File: config.mk
export PLATFORM = sky130hd
export DESIGN_NAME = io_tx_port
export DESIGN_NICKNAME = d
export VERILOG_FILES = /design/src/rtl/io_tx_port.sv
export SDC_FILE = /design/constraint.sdc
export NUM_CORES = 1
export LEC_CHECK = 0
export ABC_AREA = 1
export ABC_CLOCK_PERIOD_IN_PS = 6060
export BUFFER_PORTS_ARGS = -buffer_cell sky130_fd_sc_hd__buf_2
export CORE_MARGIN = 2
export CORE_UTILIZATION = 47
export CTS_BUF_LIST = sky130_fd_sc_hd__clkbuf_4
export CTS_CLUSTER_SIZE = 8
export DETAILED_ROUTE_END_ITERATION = 8
export PLACE_DENSITY = 0.73
export SYNTH_ARGS = -nofsm -noshare
export SYNTH_HDL_FRONTEND = slang
export SYNTH_SLANG_ARGS = --single-unit
File: constraint.sdc
create_clock -name clk_in -period 6.06 [get_ports clk_in]
set_input_delay 0 -clock clk_in [delete_from_list [all_inputs] [get_ports clk_in]]
set_output_delay 0 -clock clk_in [all_outputs]
set_load 0.1 [all_outputs]
File: src/rtl/io_tx_port.sv
// Memory-mapped UART transmit endpoint: byte FIFO, stop command, cycle counter.
// Define IO_CYCLE_COUNTER_EN to build the cycle counter and its snapshot.
module io_tx_port #(
   parameter int DEPTH       = 16,
   parameter int FULL_MARGIN = 2
) (
   input  logic        clk_in,
   input  logic        rst_in,
   input  logic        rdy_in,
   input  logic [31:0] mem_a,
   input  logic [7:0]  mem_dout,
   input  logic        mem_wr,
   output logic [7:0]  io_rdata,
   output logic        io_buffer_full,
   output logic [7:0]  tx_data,
   output logic        tx_valid,
   input  logic        tx_ready,
   output logic        prog_done,
   output logic        overflow
);
   localparam int AW = $clog2(DEPTH);
   localparam logic [AW:0] CNT_MAX = (AW+1)'(DEPTH);
   localparam logic [AW:0] CNT_THR = (AW+1)'(DEPTH - FULL_MARGIN);
   localparam logic [17:0] A_TX  = 18'h30000;
   localparam logic [17:0] A_CTL = 18'h30004;
   localparam logic [17:0] A_B1  = 18'h30005;
   localparam logic [17:0] A_B2  = 18'h30006;
   localparam logic [17:0] A_B3  = 18'h30007;

   logic [7:0]    ram_q [DEPTH];
   logic [AW-1:0] wr_ptr_q, wr_ptr_d;
   logic [AW-1:0] rd_ptr_q, rd_ptr_d;
   logic [AW:0]   count_q, count_d;
   logic          stop_req_q, stop_req_d;
   logic          prog_done_q, prog_done_d;
   logic          overflow_q, overflow_d;
   logic [7:0]    rdata_q, rdata_d;
   logic [17:0]   addr;
   logic          io_hit, bus_wr, bus_rd;
   logic          push_req, push, pop;
   logic [7:0]    push_data;
   logic          unused_addr;

   assign addr        = mem_a[17:0];
   assign unused_addr = ^mem_a[31:18];
   assign io_hit      = rdy_in && (addr[17:16] == 2'b11);
   assign bus_wr      = io_hit && mem_wr && !stop_req_q;
   assign bus_rd      = io_hit && !mem_wr;

   assign tx_valid       = (count_q != '0);
   assign tx_data        = tx_valid ? ram_q[rd_ptr_q] : 8'h00;
   assign pop            = tx_valid && tx_ready;
   assign io_buffer_full = (count_q >= CNT_THR);
   assign prog_done      = prog_done_q;
   assign overflow       = overflow_q;
   assign io_rdata       = rdata_q;

   always_comb begin
      push_req   = 1'b0;
      push_data  = mem_dout;
      stop_req_d = stop_req_q;
      if (bus_wr) begin
         if (addr == A_CTL) begin
            push_req   = 1'b1;
            push_data  = 8'h00;
            stop_req_d = 1'b1;
         end else if (addr == A_TX && mem_dout != 8'h00) begin
            push_req = 1'b1;
         end
      end
   end

   // A pop in the same cycle frees the slot, so a push at full is still taken
   always_comb begin
      push        = push_req && ((count_q != CNT_MAX) || pop);
      overflow_d  = overflow_q | (push_req && !push);
      wr_ptr_d    = push ? wr_ptr_q + AW'(1) : wr_ptr_q;
      rd_ptr_d    = pop ? rd_ptr_q + AW'(1) : rd_ptr_q;
      count_d     = count_q;
      unique case ({push, pop})
         2'b10:   count_d = count_q + (AW+1)'(1);
         2'b01:   count_d = count_q - (AW+1)'(1);
         default: count_d = count_q;
      endcase
      prog_done_d = prog_done_q | (stop_req_q && count_q == '0);
   end

   always_ff @(posedge clk_in) begin
      if (push) ram_q[wr_ptr_q] <= push_data;
   end

   always_ff @(posedge clk_in or negedge rst_in) begin
      if (!rst_in) begin
         wr_ptr_q    <= '0;
         rd_ptr_q    <= '0;
         count_q     <= '0;
         stop_req_q  <= 1'b0;
         prog_done_q <= 1'b0;
         overflow_q  <= 1'b0;
         rdata_q     <= 8'h00;
      end else begin
         wr_ptr_q    <= wr_ptr_d;
         rd_ptr_q    <= rd_ptr_d;
         count_q     <= count_d;
         stop_req_q  <= stop_req_d;
         prog_done_q <= prog_done_d;
         overflow_q  <= overflow_d;
         rdata_q     <= rdata_d;
      end
   end

`ifdef IO_CYCLE_COUNTER_EN
   logic [31:0] cyc_q, cyc_d;
   logic [31:0] snap_q, snap_d;

   // Only the byte-0 read reloads snap so a 4-byte load sees one value
   always_comb begin
      cyc_d   = rdy_in ? cyc_q + 32'd1 : cyc_q;
      snap_d  = snap_q;
      rdata_d = rdata_q;
      if (bus_rd) begin
         rdata_d = 8'h00;
         if (addr == A_CTL) begin
            snap_d  = cyc_q;
            rdata_d = cyc_q[7:0];
         end else if (addr == A_B1) begin
            rdata_d = snap_q[15:8];
         end else if (addr == A_B2) begin
            rdata_d = snap_q[23:16];
         end else if (addr == A_B3) begin
            rdata_d = snap_q[31:24];
         end
      end
   end

   always_ff @(posedge clk_in or negedge rst_in) begin
      if (!rst_in) begin
         cyc_q  <= '0;
         snap_q <= '0;
      end else begin
         cyc_q  <= cyc_d;
         snap_q <= snap_d;
      end
   end
`else
   always_comb begin
      rdata_d = rdata_q;
      if (bus_rd) rdata_d = 8'h00;
   end
`endif

endmodule

* After elaboration in Yosys (flattened, before gate mapping)
Memory sizes are Yosys's and may differ from the RTL's. Index checks and enable logic that the tools add are counted.
Operators by class: $add $sub $neg 4, multiply operators 0, divide/modulo/power cells 0, magnitude comparators 1, eq/ne operators 6, shift-type cells 0, multiplexer cells 9, bitwise operators 2, reduce and logical (&&, ||, !) cells 16
Operators with widths (count):
- $eq A18 B18 Y1 const B | 2
- $mux W8 | 3
- $pmux W5 S2 | 1
- $add A4 B1 Y4 const B | 2
- $logic_and A1 B1 Y1 | 8
- $reduce_bool A8 Y1 | 1
- $add A5 B1 Y5 const B | 1
- $ge A5 B4 Y1 const B | 1
- $logic_not A5 Y1 | 1
- $mux W1 | 5
- $ne A5 B5 Y1 const B | 1
- $reduce_bool A5 Y1 | 1
- $sub A5 B1 Y5 const B | 1
- $eq A2 B2 Y1 const B | 2
- $eq A2 B1 Y1 const B | 1
- $logic_not A1 Y1 | 2
- $or A1 B1 Y1 | 2
- $reduce_and A2 Y1 | 1
- $reduce_bool A2 Y1 | 1
- $logic_or A1 B1 Y1 | 1
Word-level totals: flip-flop bits (word level) 16, bits in latches 0, memory bits (writable) 128, ROM bits 0, bits of input ports 45, output and inout bits 20, logic and storage cells 45, memories kept 1
Memories:
- ram_q | words 16, width 8, read ports 1, clocked after memory_dff 0, wr ports 1, RTL line 30 | logic [7:0] ram_q [DEPTH];

* Depth between registers and ports, before layout
Gate-level depths: netlist of run 1.
depth after elaboration 9, gate-level depth with buffers 15, depth with buffers taken out 15

* Least setup slack after synthesis of run 1
Ideal clock, no wire load.
kind reg2out, from register rd_ptr_q[0], to output tx_data[0], data arrival time 2.771 ns, data required time 6.060 ns, setup slack 3.289 ns, stages on the path, launching flop included 9, path buffers 3, cell sequence dfrtp_1 > buf_2 > inv_1 > buf_4 > clkbuf_1 > o21ai_0 > o221ai_1 > nand3_1 > a21oi_1
Between the ends: longest elaborated chain between the ends 2
RTL lines:
- start: declaration | RTL line 32 | logic [AW-1:0] rd_ptr_q, rd_ptr_d;
- start signal: assignment | RTL line 103 | rd_ptr_q <= rd_ptr_d;
- $mem_v2 Z16 W8
- $mux W8 | RTL line 51 | assign tx_data = tx_valid ? ram_q[rd_ptr_q] : 8'h00;
- end: declaration | RTL line 15 | output logic [7:0] tx_data,
Every way passes these cells.

* Worst setup path after layout of run 1
from register rd_ptr_q[2], to output tx_data[3]
The elaborated chain is that of the path after synthesis.

==> impl_metrics.csv, run 1 <==
group,metric,value,unit
critical_path,critPathSlowestCell,"dfrtp_1",
pwr,pwr_density_cell,477,nW/um2
finish,synthToLayoutAreaGrowth,12.0,%
pwr,switching_share,0.446,
finish,post-route-util,0.542,
routing,antenna_violating_nets_post_route,0,
critical_path,critical_path.max_stage_delay,0.95,ns
routing,firstDrtPassIters,5,
routing,via_count,4127,
finish,layout.cells.most_common,"edfxtp_1",
routing,dr.first_iter.drc_count,481,
sta,max_freq,0.293,GHz
critical_path,timing.critical_path.arrival,3.41,ns
floorplanning,pin_count,65,
routing,route.detailed.wl_per_inst,18.1,um
yosys,post_synth_inst_count,516,
clock_network,tritoncts,"yes",
finish,design_area,6890,um2
finish,area_taken_by_multi_input_logic_gates,1660,um2
sta,final_max_slew_viol_count,0,
critical_path,worst-path-max-fanout,18,
global_route,groute.layer.met3.usage,0.0458,
hold_path,worstHoldPathType,"in -> reg",
sta,timing.setup.tns,0,ns
yosys,postSynthRegisterBits,144,
floorplanning,initial_core_utilization,0.484,
pwr,p_int,0.00182,W
sta,setup_viol,0,
placement,gp_routability_congestion,0.815,
clock_network,cts_resized,0,
critical_path,crit_path_start_kind,"register",
finish,highest_count_cells_in_the_layout_ignoring_fill_and_taps,"128 x edfxtp_1, 110 x nor2_1, 72 x o21ai_0",
finish,nets,613,
clock_network,cts.repair_timing.setup_buffer_count,0,
sta,slew-limit-headroom,0.244,
clock_network,worst_skew_pair.late_latency,0.54,ns
global_route,global_route.usage.met2,0.335,
clock_network,tritoncts.num_buffers,17,
job,total_of_max_cap_violations,0,
clock_network,cts-root-to-sink-buffers,2,
critical_path,setup.reg_to_reg.worst_slack,3.45,ns
critical_path,path_class,"reg -> out",
critical_path,reg2regPathDepth,7,
yosys,synth_cell_types,31,
floorplanning,fp.dieArea,14000,um2
global_route,grt_util_all_layers,0.200,
yosys,yosysWarnings,0,
floorplanning,fp.dieW,118,um
sta,final.period_utilization,0.563,
hold_path,min_delay_worst_endpoint,"ram_q[9][2]",
routing,drc,0,
sta,post-route-min-period,3.41,ns
global_route,grt_max_degree,68,
global_route,grt_antenna_before_repair,1,
clock_network,cts.reportedPaths.clkPinSlew,0.11,ns
placement,io_buffers,42,
global_route,number_of_global_route_vias_before_repair,4123,
routing,wl,13500,um
finish,seq_area,4240,um2
critical_path,end_kind,"output port",
sta,hold_viol_final,0,
hold_path,holdPathStages,3,
placement,placed_cell_area,6470,um2
critical_path,wp_data_required,6.06,ns
finish,layout-drive-gt1-share,0.148,
floorplanning,rows,41,
outcome,status,"finished, final reports clean",
pwr,share_seq_of_total_power,0.353,
hold_path,holdCritStartpoint,"mem_dout[2]",
yosys,netlist_area,6150,um2
yosys,postSynthAreaPerCell,11.9,um2
yosys,synth_seq_area_share,0.690,
sta,final.setup_skew,0.0162,ns
routing,drt-vias-per-instance,5.52,
pwr,clock_power_share,0.227,
global_route,grt_first_pass_wirelength,21400,um
sta,worst_slew_pin_slew,1.13,ns
placement,post-dp-hpwl,8070,um
global_route,globalRouteOverflowTotal,0,
clock_network,htree_levels,4,
pwr,vdd.ir_drop.worst,0.267,mV
clock_network,cts_num_sinks,144,
critical_path,reg2reg_to,"ram_q[6][2]",
pwr,switching_power,0.00147,W
clock_network,cts_root_buffer,"clkbuf_4",
sta,grt_setup_unrepaired,"no",
critical_path,rr_startpoint,"stop_req_q",
global_route,globalRoute.busiestLayer,"met2",
global_route,globalRouteMet1Util,0.250,
floorplanning,core,12700,um2
finish,n_fill_cell,1053,
floorplanning,die_y,118,um
pwr,power_leakage,2.49,nW
pwr,power_frac_comb,0.420,
critical_path,crit_path_cell_trace,"clkinv_1 > o221ai_1 > nand3_1 > a21oi_1 > buf_2",
clock_network,cts_hold_buf,6,
==> Yosys cell counts <==
cell	number	area share
a21oi_1	9	0.0073
a21oi_4	1	0.0026
buf_1	2	0.0012
buf_2	6	0.0049
buf_4	9	0.011
clkbuf_1	15	0.0091
clkinv_1	1	0.00061
conb_1	1	0.00061
dfrtp_1	16	0.065
edfxtp_1	128	0.62
fa_1	1	0.0033
ha_1	6	0.012
inv_1	28	0.017
inv_2	1	0.00061
nand2_1	28	0.017
nand2_2	2	0.0020
nand2_4	4	0.0073
nand3_1	23	0.019
nand4_1	5	0.0051
nor2_1	110	0.067
nor2_2	1	0.0010
nor3_1	1	0.00081
nor4b_2	1	0.0024
o21ai_0	72	0.059
o21bai_1	2	0.0024
o221ai_1	24	0.034
o22ai_1	8	0.0081
o311ai_0	1	0.0014
o31ai_1	2	0.0024
or2_2	1	0.0010
xor2_1	7	0.010
==> registers in the layout, summed over array words and instances, names as in the netlist <==
name and count:
ram_q 128, count_q 5, rd_ptr_q 4, wr_ptr_q 4, overflow 1, prog_done 1
stop_req_q 1
==> final cells by class <==
type,instances,share of cell area
Antenna cell,1,0.000363
Clock buffer,20,0.0218
Sequential cell,144,0.616
Inverter,30,0.0163
Timing Repair Buffer,51,0.0425
Clock inverter,12,0.0310
Multi-Input combinational cell,317,0.241
Tap cell,172,0.0312
==> metrics by stage <==
| stage | instances | setup slack [ns] | hold slack, ns | total power (W) |
|---|---|---|---|---|
| global placement | 708 | 3.22 | -0.0694 | 0.00251 |
| detailed placement | 708 | 3.32 | -0.0672 | 0.00255 |
| floorplan | 523 | 3.29 | -0.296 | 0.00227 |
| finish | 747 | 2.65 | 0.0473 | 0.00329 |
| CTS | 746 | 2.71 | 0.00926 | 0.00329 |
| global route | 747 | 2.44 | 0.0347 | 0.00344 |
==> power groups by stage <==
| stage | sequential, W | combinational (W) | clock (W) |
|---|---|---|---|
| global placement | 0.00118 | 0.00133 | 0 |
| CTS | 0.00116 | 0.00137 | 0.000756 |
| floorplan | 0.00115 | 0.00111 | 0 |
| finish | 0.00116 | 0.00138 | 0.000747 |
| detailed placement | 0.00118 | 0.00137 | 0 |
| global route | 0.00116 | 0.00148 | 0.000796 |
==> routing by layer <==
metal / wire (um) / up-vias
li1: - / 1936
met3: 984 / 25
met5: 0 / -
met4: 263 / 0
met1: 5520 / 1950
met2: 6740 / 216
==> how the worst max path moves through the flow <==
stage                      startpoint          to  slack (ns)
after detailed placement  rd_ptr_q[1]  tx_data[0]        3.32
after global routing      rd_ptr_q[1]  tx_data[6]        2.44
after floorplan           rd_ptr_q[0]  tx_data[0]        3.29
after CTS                 rd_ptr_q[1]  tx_data[0]        2.71
after global placement    rd_ptr_q[1]  tx_data[0]        3.22
final                     rd_ptr_q[2]  tx_data[3]        2.65
==> cell families after synthesis <==
kind of cell    count (synthesis)  synth area share
fa+ha+maj                       7            0.0155
other cells                     1          0.000609
compound gates                119             0.117
buf+inv                        62            0.0445
simple gates                  176             0.123
flops                         144             0.690
xor+xnor                        7           0.00996
==> critical path, delay by kind of cell (launching register included) <==
family | cells | cell delay [ns]
AO/OA/AOI/OAI | 2 | 0.53
AND/OR/NAND/NOR | 1 | 0.11
flip-flops | 1 | 0.95
buffers and inverters | 2 | 1.27
(Power assumes the default switching activity.)
==> run 2: changes to the inputs <==
--- a/config.mk
+++ b/config.mk
@@ -6,14 +6,14 @@
 export NUM_CORES = 1
 export LEC_CHECK = 0
 export ABC_AREA = 1
-export ABC_CLOCK_PERIOD_IN_PS = 6060
+export ABC_CLOCK_PERIOD_IN_PS = 2800
 export BUFFER_PORTS_ARGS = -buffer_cell sky130_fd_sc_hd__buf_2
 export CORE_MARGIN = 2
 export CORE_UTILIZATION = 47
 export CTS_BUF_LIST = sky130_fd_sc_hd__clkbuf_4
 export CTS_CLUSTER_SIZE = 8
 export DETAILED_ROUTE_END_ITERATION = 8
-export PLACE_DENSITY = 0.73
+export PLACE_DENSITY = 0.76
 export SYNTH_ARGS = -nofsm -noshare
 export SYNTH_HDL_FRONTEND = slang
 export SYNTH_SLANG_ARGS = --single-unit
==> constraint.sdc (replaced) <==
create_clock -name clk_in -period 2.8 [get_ports clk_in]
set_input_delay 0 -clock clk_in [delete_from_list [all_inputs] [get_ports clk_in]]
set_output_delay 0 -clock clk_in [all_outputs]
set_load 0.1 [all_outputs]
==> impl_metrics.csv, run 2 (synthesis gave the netlist of run 1 again) <==
group,metric,value,unit
clock_network,tritoncts.num_buffers,17,
hold_path,worstHoldPathType,"in -> reg",
global_route,globalRouteOverflowTotal,0,
finish,highest_count_cells_in_the_layout_ignoring_fill_and_taps,"128 x edfxtp_1, 110 x nor2_1, 72 x o21ai_0",
critical_path,crit_path_cell_trace,"clkbuf_8 > o21ai_0 > o22ai_1 > nor2_1 > nor2_1 > o21ai_0 > a21oi_1 > buf_2",
finish,seq_area,4240,um2
sta,post-route-min-period,2.66,ns
hold_path,min_delay_worst_endpoint,"overflow",
routing,antenna_violating_nets_post_route,0,
finish,reg_top3,"ram_q (128), count_q (5)",
finish,largest_register_ffs,128,
finish,largest_register,"ram_q",
finish,area_taken_by_multi_input_logic_gates,1660,um2
hold_path,holdCritStartpoint,"mem_a[14]",
clock_network,cts_root_buffer,"clkbuf_4",
critical_path,worst-path-max-fanout,66,
clock_network,worst_skew_pair.late_latency,0.52,ns
sta,max_freq,0.376,GHz
critical_path,reg2regPathDepth,7,
global_route,number_of_global_route_vias_before_repair,4137,
sta,final.period_utilization,0.949,
finish,synthToLayoutAreaGrowth,12.8,%
critical_path,reg2reg_to,"ram_q[14][3]",
critical_path,number_of_buffers_and_inverters_on_the_critical_path,2,
routing,drt-vias-per-instance,5.66,
clock_network,cts.reportedPaths.clkPinSlew,0.10,ns
critical_path,wp_data_required,2.80,ns
clock_network,htree_levels,4,
routing,via_count,4326,
outcome,status,"finished, final reports clean",
sta,final.setup_skew,0.0142,ns
routing,firstDrtPassIters,5,
pwr,vdd.ir_drop.worst,0.776,mV
routing,drc,0,
global_route,grt_util_all_layers,0.202,
critical_path,critical_path.max_stage_delay,0.46,ns
floorplanning,pin_count,65,
pwr,power_leakage,2.54,nW
finish,diodes,0,
global_route,grt_first_pass_wirelength,21600,um
sta,final_max_slew_viol_count,0,
pwr,pwr_density_cell,987,nW/um2
global_route,grt_antenna_before_repair,0,
placement,gp_routability_congestion,0.825,
clock_network,cts-root-to-sink-buffers,2,
routing,dr.first_iter.drc_count,439,
critical_path,timing.critical_path.arrival,2.66,ns
floorplanning,fp.dieArea,14000,um2
finish,layout-drive-gt1-share,0.172,
floorplanning,initial_core_utilization,0.484,
sta,finalHoldWorstSlack,0.0413,ns
sta,timing.setup.tns,0,ns
routing,route.detailed.wl_per_inst,18.1,um
job,total_of_max_cap_violations,0,
critical_path,setup.reg_to_reg.worst_slack,0.43,ns
sta,setup_viol,0,
placement,io_buffers,42,
critical_path,cp_top_family,"buffers and inverters",
finish,post-route-util,0.545,
finish,n_fill_cell,1077,
sta,slew-limit-headroom,0.142,
floorplanning,rows,41,
finish,nets,631,
sta,hold_viol_final,0,
critical_path,end_kind,"output port",
pwr,design_power_total,0.00685,W
floorplanning,core,12700,um2
clock_network,cts_num_sinks,144,
sta,postLayoutSetupSlackWorst,0.144,ns
floorplanning,fp.dieW,118,um
sta,grt_setup_unrepaired,"no",
routing,wl,13900,um
clock_network,tritoncts,"yes",
placement,post-dp-hpwl,8840,um
critical_path,critPathSlowestCell,"buf_2",
sta,worst_slew_pin_slew,1.28,ns
critical_path,path_class,"reg -> out",
placement,placement.setup.worst_slack,0.419,ns
critical_path,crit_start,"rd_ptr_q[0]",
hold_path,holdPathStages,6,
critical_path,rr_startpoint,"stop_req_q",
global_route,grt_max_degree,67,
floorplanning,die_y,118,um
finish,layout.cells.most_common,"edfxtp_1",
critical_path,crit_path_start_kind,"register",
## run 2: final cells by class
cell class,count,share of cell area
sequential,144,0.612
multi-input combinational,317,0.239
clock inverter,13,0.0173
inverter,30,0.0162
clock buffer,19,0.0206
timing repair buffer,69,0.0638
tap,172,0.0310
## run 2: tightest hold or removal path: cells and delay by family
| kind | cells | cell delay, ns |
|---|---|---|
| buffers and inverters | 1 | 0.08 |
| AO/OA/AOI/OAI | 1 | 0.09 |
| AND/OR/NAND/NOR | 4 | 0.36 |
## run 2: metal layers
metal | up-vias | share of wire | global-route usage
met5 | - | 0 | 0
met4 | 0 | 0.025 | 0.0863
met3 | 35 | 0.091 | 0.0492
met2 | 249 | 0.49 | 0.319
met1 | 2067 | 0.39 | 0.269
li1 | 1975 | - | -
## run 2: how the worst max path moves through the flow
stage | to | cells after the start | slack [ns]
floorplan | tx_data[0] | 8 | 0.03
global placement | ram_q[14][4] | 7 | 0.45
detailed placement | ram_q[14][3] | 7 | 0.42
CTS | tx_data[0] | 9 | 0.08
global route | tx_data[1] | 6 | 0.02
finish | tx_data[4] | 8 | 0.14
## run 2: where the power goes
part	internal (W)	leakage (nW)	switching (W)
Combinational	0.000704	1.06	0.00244
Clock	0.000534	0.138	0.000701
Sequential	0.00240	1.34	0.0000595
## run 2: what timing repair did
action,in CTS,in global routing
resized for setup,1,6
hold buffers,3,1
setup buffers,0,0
setup endpoints to repair,4,8
hold endpoints to repair,21,4
## run 2: stage by stage
| stage | instances | cell area (um2) |
|---|---|---|
| final | 764 | 6940 |
| after global routing | 764 | 6940 |
| after CTS | 763 | 6910 |
| after detailed placement | 728 | 6620 |
| after global placement | 728 | 6620 |
| after floorplan | 523 | 6180 |
